**config.mk**
```make
export PLATFORM = sky130hd
export DESIGN_NAME = operand_fetch_seq
export DESIGN_NICKNAME = d
export VERILOG_FILES = /design/src/rtl/operand_fetch_seq.sv
export SDC_FILE = /design/constraint.sdc
export NUM_CORES = 1
export LEC_CHECK = 0
export CORE_ASPECT_RATIO = 2
export CORE_MARGIN = 2
export CORE_UTILIZATION = 35
export DETAILED_ROUTE_END_ITERATION = 7
export DONT_BUFFER_PORTS = 1
export GPL_ROUTABILITY_DRIVEN = 1
export PLACE_DENSITY_LB_ADDON = 0.08
export SLEW_MARGIN = 20
export SYNTH_ARGS = -nofsm -noshare
export SYNTH_HDL_FRONTEND = slang
export SYNTH_SLANG_ARGS = --single-unit
```
**constraint.sdc**
```tcl
create_clock -name clock -period 2.25 [get_ports clock]
set_clock_uncertainty 0.2 [all_clocks]
set_input_delay 0.45 -clock clock [delete_from_list [all_inputs] [get_ports clock]]
set_output_delay 0.45 -clock clock [all_outputs]
set_load 0.005 [all_outputs]
```
**src/rtl/operand_fetch_seq.sv**
```systemverilog
// Operand-fetch sequencer: accepts one instruction, walks the register-file reads it needs,
// and presents the A/B operand pair to execute. Optional macro R0_ZERO_EN skips the r0 read for I-type.
module operand_fetch_seq #(
    parameter int DATA_W = 32,
    parameter int C_W    = 19
) (
    input  logic              clock,
    input  logic              clear,
    input  logic              ir_valid,
    output logic              ir_ready,
    input  logic [31:0]       ir,
    output logic [3:0]        sel,
    output logic              sel_en,
    input  logic [DATA_W-1:0] rf_data,
    output logic              ops_valid,
    input  logic              ops_ready,
    output logic [DATA_W-1:0] a_data,
    output logic [DATA_W-1:0] b_data,
    output logic [4:0]        op_code,
    output logic [3:0]        ra_idx
);

    typedef enum logic [1:0] {
        IDLE = 2'd0,
        RD1  = 2'd1,
        RD2  = 2'd2,
        DONE = 2'd3
    } state_t;

    state_t            state, state_nx;
    logic [31:0]       ir_q, ir_nx;
    logic [DATA_W-1:0] a_q, a_nx;
    logic [DATA_W-1:0] b_q, b_nx;
    logic              accept;
    logic              skip_rd;

    function automatic logic [DATA_W-1:0] sext_c(input logic [31:0] word);
        return {{(DATA_W-C_W){word[C_W-1]}}, word[C_W-1:0]};
    endfunction

    // Instructions that need no register-file read go straight from accept to DONE
`ifdef R0_ZERO_EN
    assign skip_rd = (ir[31:30] == 2'b11) || ((ir[31:30] == 2'b00) && (ir[22:19] == 4'd0));
`else
    assign skip_rd = (ir[31:30] == 2'b11);
`endif

    always_ff @(posedge clock or negedge clear) begin
        if (!clear) begin
            state <= IDLE;
            ir_q  <= '0;
            a_q   <= '0;
            b_q   <= '0;
        end else begin
            state <= state_nx;
            ir_q  <= ir_nx;
            a_q   <= a_nx;
            b_q   <= b_nx;
        end
    end

    always_comb begin
        state_nx  = state;
        ir_nx     = ir_q;
        a_nx      = a_q;
        b_nx      = b_q;
        sel       = 4'd0;
        sel_en    = 1'b0;
        ops_valid = 1'b0;
        ir_ready  = 1'b0;
        accept    = 1'b0;

        case (state)
            IDLE: begin
                ir_ready = 1'b1;
            end
            RD1: begin
                sel    = ir_q[22:19];
                sel_en = 1'b1;
                a_nx   = rf_data;
                if ((ir_q[31:30] == 2'b01) || (ir_q[31:30] == 2'b10)) begin
                    state_nx = RD2;
                end else begin
                    state_nx = DONE;
                    b_nx     = sext_c(ir_q);
                end
            end
            RD2: begin
                sel      = (ir_q[31:30] == 2'b01) ? ir_q[18:15] : ir_q[26:23];
                sel_en   = 1'b1;
                b_nx     = rf_data;
                state_nx = DONE;
            end
            DONE: begin
                ops_valid = 1'b1;
                ir_ready  = ops_ready;
                if (ops_ready) begin
                    state_nx = IDLE;
                end
            end
            default: begin
                state_nx = IDLE;
            end
        endcase

        // An accept in DONE retires the old operands on the same edge, so no bubble
        accept = ir_valid && ir_ready;
        if (accept) begin
            ir_nx = ir;
            if (skip_rd) begin
                state_nx = DONE;
                a_nx     = '0;
                b_nx     = (ir[31:30] == 2'b11) ? '0 : sext_c(ir);
            end else begin
                state_nx = RD1;
            end
        end
    end

    assign a_data  = a_q;
    assign b_data  = b_q;
    assign op_code = ir_q[31:27];
    assign ra_idx  = ir_q[26:23];

endmodule

```
==> run metrics, run 1 <==
global placer's final weighted congestion between 0.7 and 0.8; Final Power 8.41 mW; Cell Int Power 5.23 mW; iteration-0 DRC count of the detailed router 97; Tcrit/Tclk final a little over nine tenths; Post-Syn Area per Cell 11.5 um2; Std-Cell Rows 59; Achievable Freq 453 MHz; Post-synth EDFFs 0; initial antenna violation count 0; Root Driver clkbuf_16; # setup viols final 0; flops & latches, synth between 90 and 100; CTS sink cnt 98; Die Span X about 86 um; Worst-path clk slew around 0.07 ns; Synth Instances 406; worst slack, placed 0.0923 ns; Core ar. 0.0130 mm2; WP data required 1.60 ns; total CTS buffers 9; Net Switching roughly 3.2 mW; CP Cell Sequence inv_2, ha_4, mux2_2, a22oi_2, nor2_2; Arr. time, crit path 1.56 ns; Final Hold Viols 98; CTS tree done; Clk network pwr share 19.2%; Crit Path Category register to output port; VDD IR max approximately 0.92 mV; most common cell after layout, fill and taps aside dfrtp_1; commonest non-fill, non-tap cells in the layout 96 x dfrtp_1, 47 x o21ai_0, 35 x nor2_1; Area after DPL around 0.0048 mm2; DRC 0; headroom to the max-slew limit between 60% and 70%; combinational share of power between 40% and 50%; synth-to-layout area growth 11.6%; failing checks hold timing; Post-Syn Area 0.00466 mm2; Setup WS post-layout 0.0404 ns; sequential power share between 30% and 40%; IO Pins 148; ANT cells 0; crit start category register; maxcap violations 0; clock latency at the later pin of the worst-skew pair 0.34 ns; Initial Utilization 35.9%; Avg WL per Cell 24.1 um; Max clock buf depth 2; min Tclk post-route 2.21 ns; Slew Viols, Final 0; share of layout cells above drive strength 1 22.3%; Die ar. between 0.01 and 0.015 mm2; Final nets 464; switching share of power 37.9%; Total GRT Usage between 10% and 20%; non-filler cells in the finished layout 547; Leak 2.21 nW; die height 167 um; Routed Antenna Nets 0; vias in the first global route 3264; largest net degree at the start of global routing 99; drt total wl around 13000 um; Placed Cells incl. Taps roughly 530; vias post-DR 3021; worst hold slack -0.400 ns; Yosys cell types 29; outcome finished with violations; CP max stage delay 0.42 ns; Ys Warns 0; Mapped Nets 480; DP HPWL between 9000 and 10000 um; fin area 0.00520 mm2; Slew @ Worst Pin 0.518 ns; Setup Fix Bufs, Post-CTS 0; Pwr Density about 1600 mW/mm2; global route overflow 0; first-pass GRT wire length just over 20000 um; Crit. End Element output port; RSZ-0062 raised after global routing yes; H-Tree Depth 3; Pre-Repair DR Iteration Count 4; IO buf count 0; Avg Vias per Cell 5.52; CP max-delay cell dfrtp_1; asr flop ratio synth 100%; main flop type after synthesis dfrtp_1; Hold Path Class primary input to asynchronous set/reset pin; CP max FO 4; sequential share of the synthesized area 52.6%
synthesized netlist by cell type (6+ instances only):
| master | instances | area share (%) |
|---|---|---|
| a21oi_1 | 33 | 3.5 |
| a32o_1 | 18 | 3.9 |
| and2_1 | 14 | 1.9 |
| buf_2 | 10 | 1.1 |
| buf_4 | 15 | 2.4 |
| clkbuf_1 | 14 | 1.1 |
| dfrtp_1 | 98 | 53 |
| ha_1 | 6 | 1.6 |
| mux2_2 | 6 | 1.5 |
| mux2_4 | 30 | 9.7 |
| mux2i_1 | 32 | 6.9 |
| nand2_1 | 19 | 1.5 |
| nor2_1 | 39 | 3.1 |
| o21ai_0 | 47 | 5.0 |
layout make-up:
type	instances	area, um2
inverters	4	15.0
clock inverters	5	61.3
well taps	152	190
flip-flops and latches	98	2450
clock buffers	11	253
fillers	1256	7790
multi-input cells	261	2020
repair buffers	16	208
worst max-delay path, delay by kind of cell, from the launching register on:
kind                     cells  cell delay, ns
flip-flops                   1            0.42
multiplexers                 1            0.34
adder cells (fa/ha/maj)      1            0.16
AO/OA/AOI/OAI                1            0.16
buffers and inverters        1            0.08
AND/OR/NAND/NOR              1            0.07
cell families (layout without fill, tap and decap cells):
kind of cell,after synthesis,after routing,share of synthesized area [%]
compound gates,106,106,13.8
fa+ha+maj,6,6,1.61
buf+inv,47,36,5.91
flops,98,98,52.6
mux,68,68,18.0
simple gates,81,81,8.06
flip-flops by register name, summed over array words and instances (netlist names):
| name | count |
|---|---|
| b_data | 32 |
| ir_q | 32 |
| a_data | 32 |
| state | 2 |
timing repair:
action,in CTS,in global routing
setup endpoints to repair,5,5
pin swaps,3,4
endpoints found under the hold margin,98,98
gates resized for setup,15,4
path summary, 6_finish.rpt:
kind / start / end / slack [ns] / cells past startpoint
max in group asynchronous: clear / b_data[2] / 2.13 / 0
min in group clock: ir[14] / ir_q[14] / 0.05 / 1
max: ir_q[31] / sel[3] / 0.04 / 5
min: clear / ir_q[30] / -0.40 / 0
min reg2reg: ir_q[10] / ir_q[10] / 0.32 / 1
max reg2reg: state[0] / ir_q[3] / 0.16 / 6
per-layer routing:
layer | share of wire, % | routed length, um | track usage, % | vias to the layer above
li1 | - | - | - | 1379
met1 | 35 | 4660 | 20.0 | 1523
met2 | 57 | 7500 | 34.2 | 106
met3 | 5.7 | 756 | 4.29 | 13
met4 | 2.1 | 272 | 6.69 | 0
met5 | 0 | 0 | 0 | -
per-stage QoR:
stage	TNS (ns)	utilization [%]
after floorplan	0	-
after global placement	0	37.0
after detailed placement	0	37.0
after CTS	0	39.9
after global routing	-0.0233	40.0
final	0	40.0
power groups by stage:
stage / clock network, mW / logic, mW / registers, mW
floorplan: 0 / 2.73 / 3.01
detailed placement: 0 / 3.46 / 3.27
CTS: 1.67 / 3.58 / 3.28
global placement: 0 / 3.39 / 3.28
finish: 1.62 / 3.55 / 3.25
global route: 1.73 / 3.91 / 3.36
Note: power is estimated with default switching activity, not from simulation.
==> run 2: changes to the inputs <==
- CORE_MARGIN: 2 -> default
- HOLD_SLACK_MARGIN: default -> 0.02
==> run 2 against run 1 <==
  * The run still ends with hold timing left
  * Register-to-register slack about the same
  * Cell count up 0.55%
  * Global-route usage increased by 0.71 points
  * Total power about the same
  * Core utilization shrank 0.13 points
  * Largest cell class unchanged
==> run metrics, run 2 (synthesis gave the netlist of run 1 again) <==
Initial Utilization 35.9%; headroom to the max-slew limit 67.0%; Reg area around 0.0025 mm2; CTS sink cnt 98; IO buf count 0; die height 165 um; Arr. time, crit path around 1.6 ns; Max clock buf depth 2; Total GRT Usage about a fifth; largest net degree at the start of global routing 99; WP data required 1.60 ns; r2r startpoint state[0]; Slew Viols, Final 0; # setup viols final 0; DP HPWL 9090 um; CTS tree done; synth-to-layout area growth 11.2%; Tcrit/Tclk final 99.3%; failing checks hold timing; maxcap violations 0; H-Tree Depth 3; DRC 0; path depth of the worst reg2reg path 6; Avg WL per Cell 23.8 um; Std-Cell Rows 59; iteration-0 DRC count of the detailed router roughly 110; vias post-DR 3059; Core ar. 0.0130 mm2; worst hold slack -0.396 ns; fillers 1243; first-pass GRT wire length around 20000 um; drt total wl about 13000 um; most common cell after layout, fill and taps aside dfrtp_1; Core Util, Final 39.9%; Slew @ Worst Pin roughly 0.5 ns; Pre-Repair DR Iteration Count 4; initial antenna violation count 0; ANT cells 0; Achievable Freq 448 MHz; Final Hold Viols 98; Worst-path clk slew around 0.07 ns; Die ar. 0.0138 mm2; CP max FO 4; capturing point of the worst reg2reg path a_data[18]; Crit Path Category register to output port; crit start category register; global placer's final weighted congestion approximately 0.81; clock latency at the later pin of the worst-skew pair 0.34 ns; outcome finished with violations; Leak 2.22 nW; Avg Vias per Cell 5.56; share of layout cells above drive strength 1 22.1%; Hold Path Class primary input to asynchronous set/reset pin; Final nets 467; VDD IR max about 0.73 mV; commonest non-fill, non-tap cells in the layout 98 x dfrtp_1, 47 x o21ai_0, 35 x nor2_1; vias in the first global route 3424; total CTS buffers 9; IO Pins roughly 150; Root Driver clkbuf_16; RSZ-0062 raised after global routing yes; Crit. End Element output port; min Tclk post-route 2.23 ns; register-to-register setup slack between 0.15 and 0.2 ns; Routed Antenna Nets 0; Die Span X 83.6 um; Pwr Density around 1600 mW/mm2; multi-input logic area 0.00202 mm2; global route overflow 0
run 2: changes by cell type in the layout (fill, tap and decap cells not counted), sizes merged:
cell	before	now
clkbuf	11	10
clkinv	3	5
buf	16	19
inv	5	4
run 2: where the power goes:
group / leakage (nW) / internal, mW / switching, mW / total, mW
Sequential: 1.21 / 2.58 / 0.647 / 3.22
Combinational: 0.857 / 1.73 / 1.90 / 3.63
Clock: 0.152 / 0.894 / 0.660 / 1.55
Total: 2.22 / 5.20 / 3.20 / 8.41
run 2: through the flow:
step                      instances  setup TNS, ns  worst slack, ns  area (um2)  power [mW]
after floorplan                 406              0            0.167        4660        5.74
after global placement          531              0            0.204        4770        6.63
after detailed placement        531              0            0.143        4770        6.68
after CTS                       550              0          0.00333        5150        8.48
after global routing            550        -0.0526          -0.0385        5180        9.00
final                           550              0           0.0166        5180        8.41
run 2: cell type report:
| class | count | share of cell area, % |
|---|---|---|
| sequential | 98 | 47.3 |
| clock buffer | 10 | 4.61 |
| tap | 152 | 3.67 |
| clock inverter | 6 | 1.28 |
| multi-input combinational | 261 | 39.0 |
| timing repair buffer | 19 | 3.79 |
| inverter | 4 | 0.290 |
run 2: critical path: stages, from the launching register on:
cell and delay (ns):
dfrtp_1 0.44, inv_2 0.09, ha_4 0.17, mux2_2 0.35, a22oi_2 0.14, nor2_2 0.07
run 2: metal layers:
metal / up-vias / wire (um) / GRT usage [%]
li1: 1388 / - / -
met1: 1538 / 4650 / 19.6
met2: 115 / 7220 / 35.9
met3: 18 / 768 / 5.07
met4: 0 / 459 / 9.32
met5: - / 0 / 0
run 2: how the worst max path moves through the flow:
stage,from,end,slack (ns)
3_3_place_gp,ir_q[31],b_data[27],0.20
3_5_place_dp,state[1],b_data[9],0.14
2_1_floorplan,state[0],ir_q[0],0.17
4_1_cts,ir_q[31],sel[0],0.003
5_1_grt,ir_q[31],sel[0],-0.04
6_report,ir_q[31],sel[0],0.02
run 2: timing repair:
| action | CTS | global route |
|---|---|---|
| gates resized for setup | 12 | 6 |
| pin swaps | 0 | 3 |
| setup buffers | 3 | 0 |
| endpoints found under the hold margin | 98 | 98 |
| endpoints found under the setup margin | 5 | 4 |
==> run 3: changes to the inputs <==
- PLACE_DENSITY_LB_ADDON: 0.08 -> default
==> run 3 against run 2 <==
  * The flow still finishes with violations (hold timing)
  * Die area unchanged
  * Worst setup slack better by 0.031 ns
  * Core utilization up 0.15 points
  * Design area up 0.39%
  * Sequential share of layout area down 0.16 points
  * Largest power group unchanged
  * Largest cell class unchanged
  * Non-clock buffer count down 1
  * Sequential power up 1%
==> run metrics, run 3 (synthesis gave the netlist of run 1 again) <==
outcome finished with violations; failing checks hold timing; Slew Viols, Final 0; global placer's final weighted congestion 0.769; IO Pins 148; VDD IR max between 0.7 and 0.8 mV; Tcrit/Tclk final just under 100%; headroom to the max-slew limit 78.1%; Setup WS post-layout approximately 0.048 ns; total CTS buffers 9; min Tclk post-route roughly 2.2 ns; fillers approximately 1.3k; Worst Path Buf+Inv 1; CTS sink cnt 98; CP max stage delay 0.42 ns; Arr. time, crit path 1.55 ns; Critical Path Start ir_q[31]; clock latency at the later pin of the worst-skew pair 0.34 ns; Core ar. 0.0130 mm2; first-pass GRT wire length 19600 um; synth-to-layout area growth 11.7%; largest net degree at the start of global routing 99; iteration-0 DRC count of the detailed router between 150 and 200; Final Hold Viols 98; capturing point of the worst reg2reg path a_data[20]; worst slack, placed 0.0992 ns; global route overflow 0; Total Negative Setup Slacks 0 ns; critical path's top delay family flip-flops; path depth of the worst reg2reg path 6; Pwr Density 1640 mW/mm2; Avg WL per Cell 23.5 um; Die ar. 0.0138 mm2; die height 165 um; Hold Path Class primary input to asynchronous set/reset pin; vias in the first global route 3339; Critical Path End sel[1]; CP Cell Sequence inv_2, ha_4, mux2_2, a22oi_2, nor2_2; stages on the worst setup path 5; worst hold slack -0.407 ns; most common cell after layout, fill and taps aside dfrtp_1; maxcap violations 0; Avg Vias per Cell 5.60; Initial Utilization a little over a third; Routed Antenna Nets 0; Root Driver clkbuf_16; RSZ-0062 raised after global routing yes; H-Tree Depth 3; CP max-delay cell dfrtp_1; Max clock buf depth 2; register-to-register setup slack 0.21 ns; Crit Path Category register to output port; commonest non-fill, non-tap cells in the layout 97 x dfrtp_1, 47 x o21ai_0, 35 x nor2_1; IO buf count 0; # setup viols final 0; DRC 0; Die Span X between 80 and 90 um; share of layout cells above drive strength 1 between 20% and 30%; r2r startpoint state[1]; ANT cells 0; crit start category register; Achievable Freq 454 MHz; Final nets ~470; CP max FO 4; Std-Cell Rows slightly below 60; WP data required 1.60 ns; Pre-Repair DR Iteration Count 4; Crit. End Element output port; Worst-path clk slew 0.07 ns; Leak 2.22 nW; initial antenna violation count 0; CTS tree done; drt total wl 12900 um; vias post-DR between 3k and 4k; DP HPWL between 9000 and 10000 um; Slew @ Worst Pin approximately 0.33 ns; Total GRT Usage 18.9%
[run 3: timing repair]
item                                   4_1_cts  5_1_grt
pin swaps                                    0        5
setup buffers                                1        1
resized for setup                            6       12
setup endpoints to repair                    5        5
endpoints found under the hold margin       98       98
[run 3: final cells by class]
type	instances	area (um2)	share of cell area [%]
Clock buffer	10	239	4.59
Clock inverter	6	72.6	1.40
Inverter	4	15.0	0.289
Multi-Input combinational cell	261	2020	38.9
Sequential cell	98	2450	47.2
Tap cell	152	190	3.66
Timing Repair Buffer	18	210	4.04
[run 3: worst min-delay path by stage]
stage	startpoint	end	slack (ns)	depth (start not counted)
final	clear	a_data[28]	-0.41	0
after global routing	clear	a_data[28]	-0.42	0
after CTS	clear	a_data[28]	-0.42	0
after detailed placement	clear	a_data[28]	-0.04	0
after global placement	clear	a_data[28]	-0.04	0
after floorplan	clear	a_data[0]	-0.05	0
[run 3: stage by stage]
step                      power [mW]  utilization, %  instance area (um2)  cells
after floorplan                 5.74               -                 4660    406
after global placement          6.63            36.9                 4790    531
after detailed placement        6.75            36.9                 4790    531
after CTS                       8.50            39.6                 5140    548
after global routing            9.07            40.0                 5200    549
final                           8.52            40.0                 5200    549
[run 3: layer usage]
layer / part of all wire (%) / global-route usage [%] / routed length (um)
met4: 2.0 / 6.47 / 258
met1: 35 / 20.0 / 4540
met3: 5.6 / 4.77 / 721
met5: 0 / 0 / 0
met2: 57 / 35.9 / 7350
[run 3: worst reg2reg max path, delay by kind of cell, from the launching register on]
kind,cells,cell delay (ns)
AO/OA/AOI/OAI,1,0.11
adder cells (fa/ha/maj),1,0.27
AND/OR/NAND/NOR,2,0.51
buffers and inverters,2,0.46
flip-flops,1,0.36
[run 3: power breakdown]
group          total [mW]  switching (mW)  leakage, nW  internal, mW
clock network        1.62           0.715        0.155         0.908
logic                3.63            1.87        0.855          1.76
registers            3.26           0.682         1.21          2.58
total                8.52            3.27         2.22          5.25
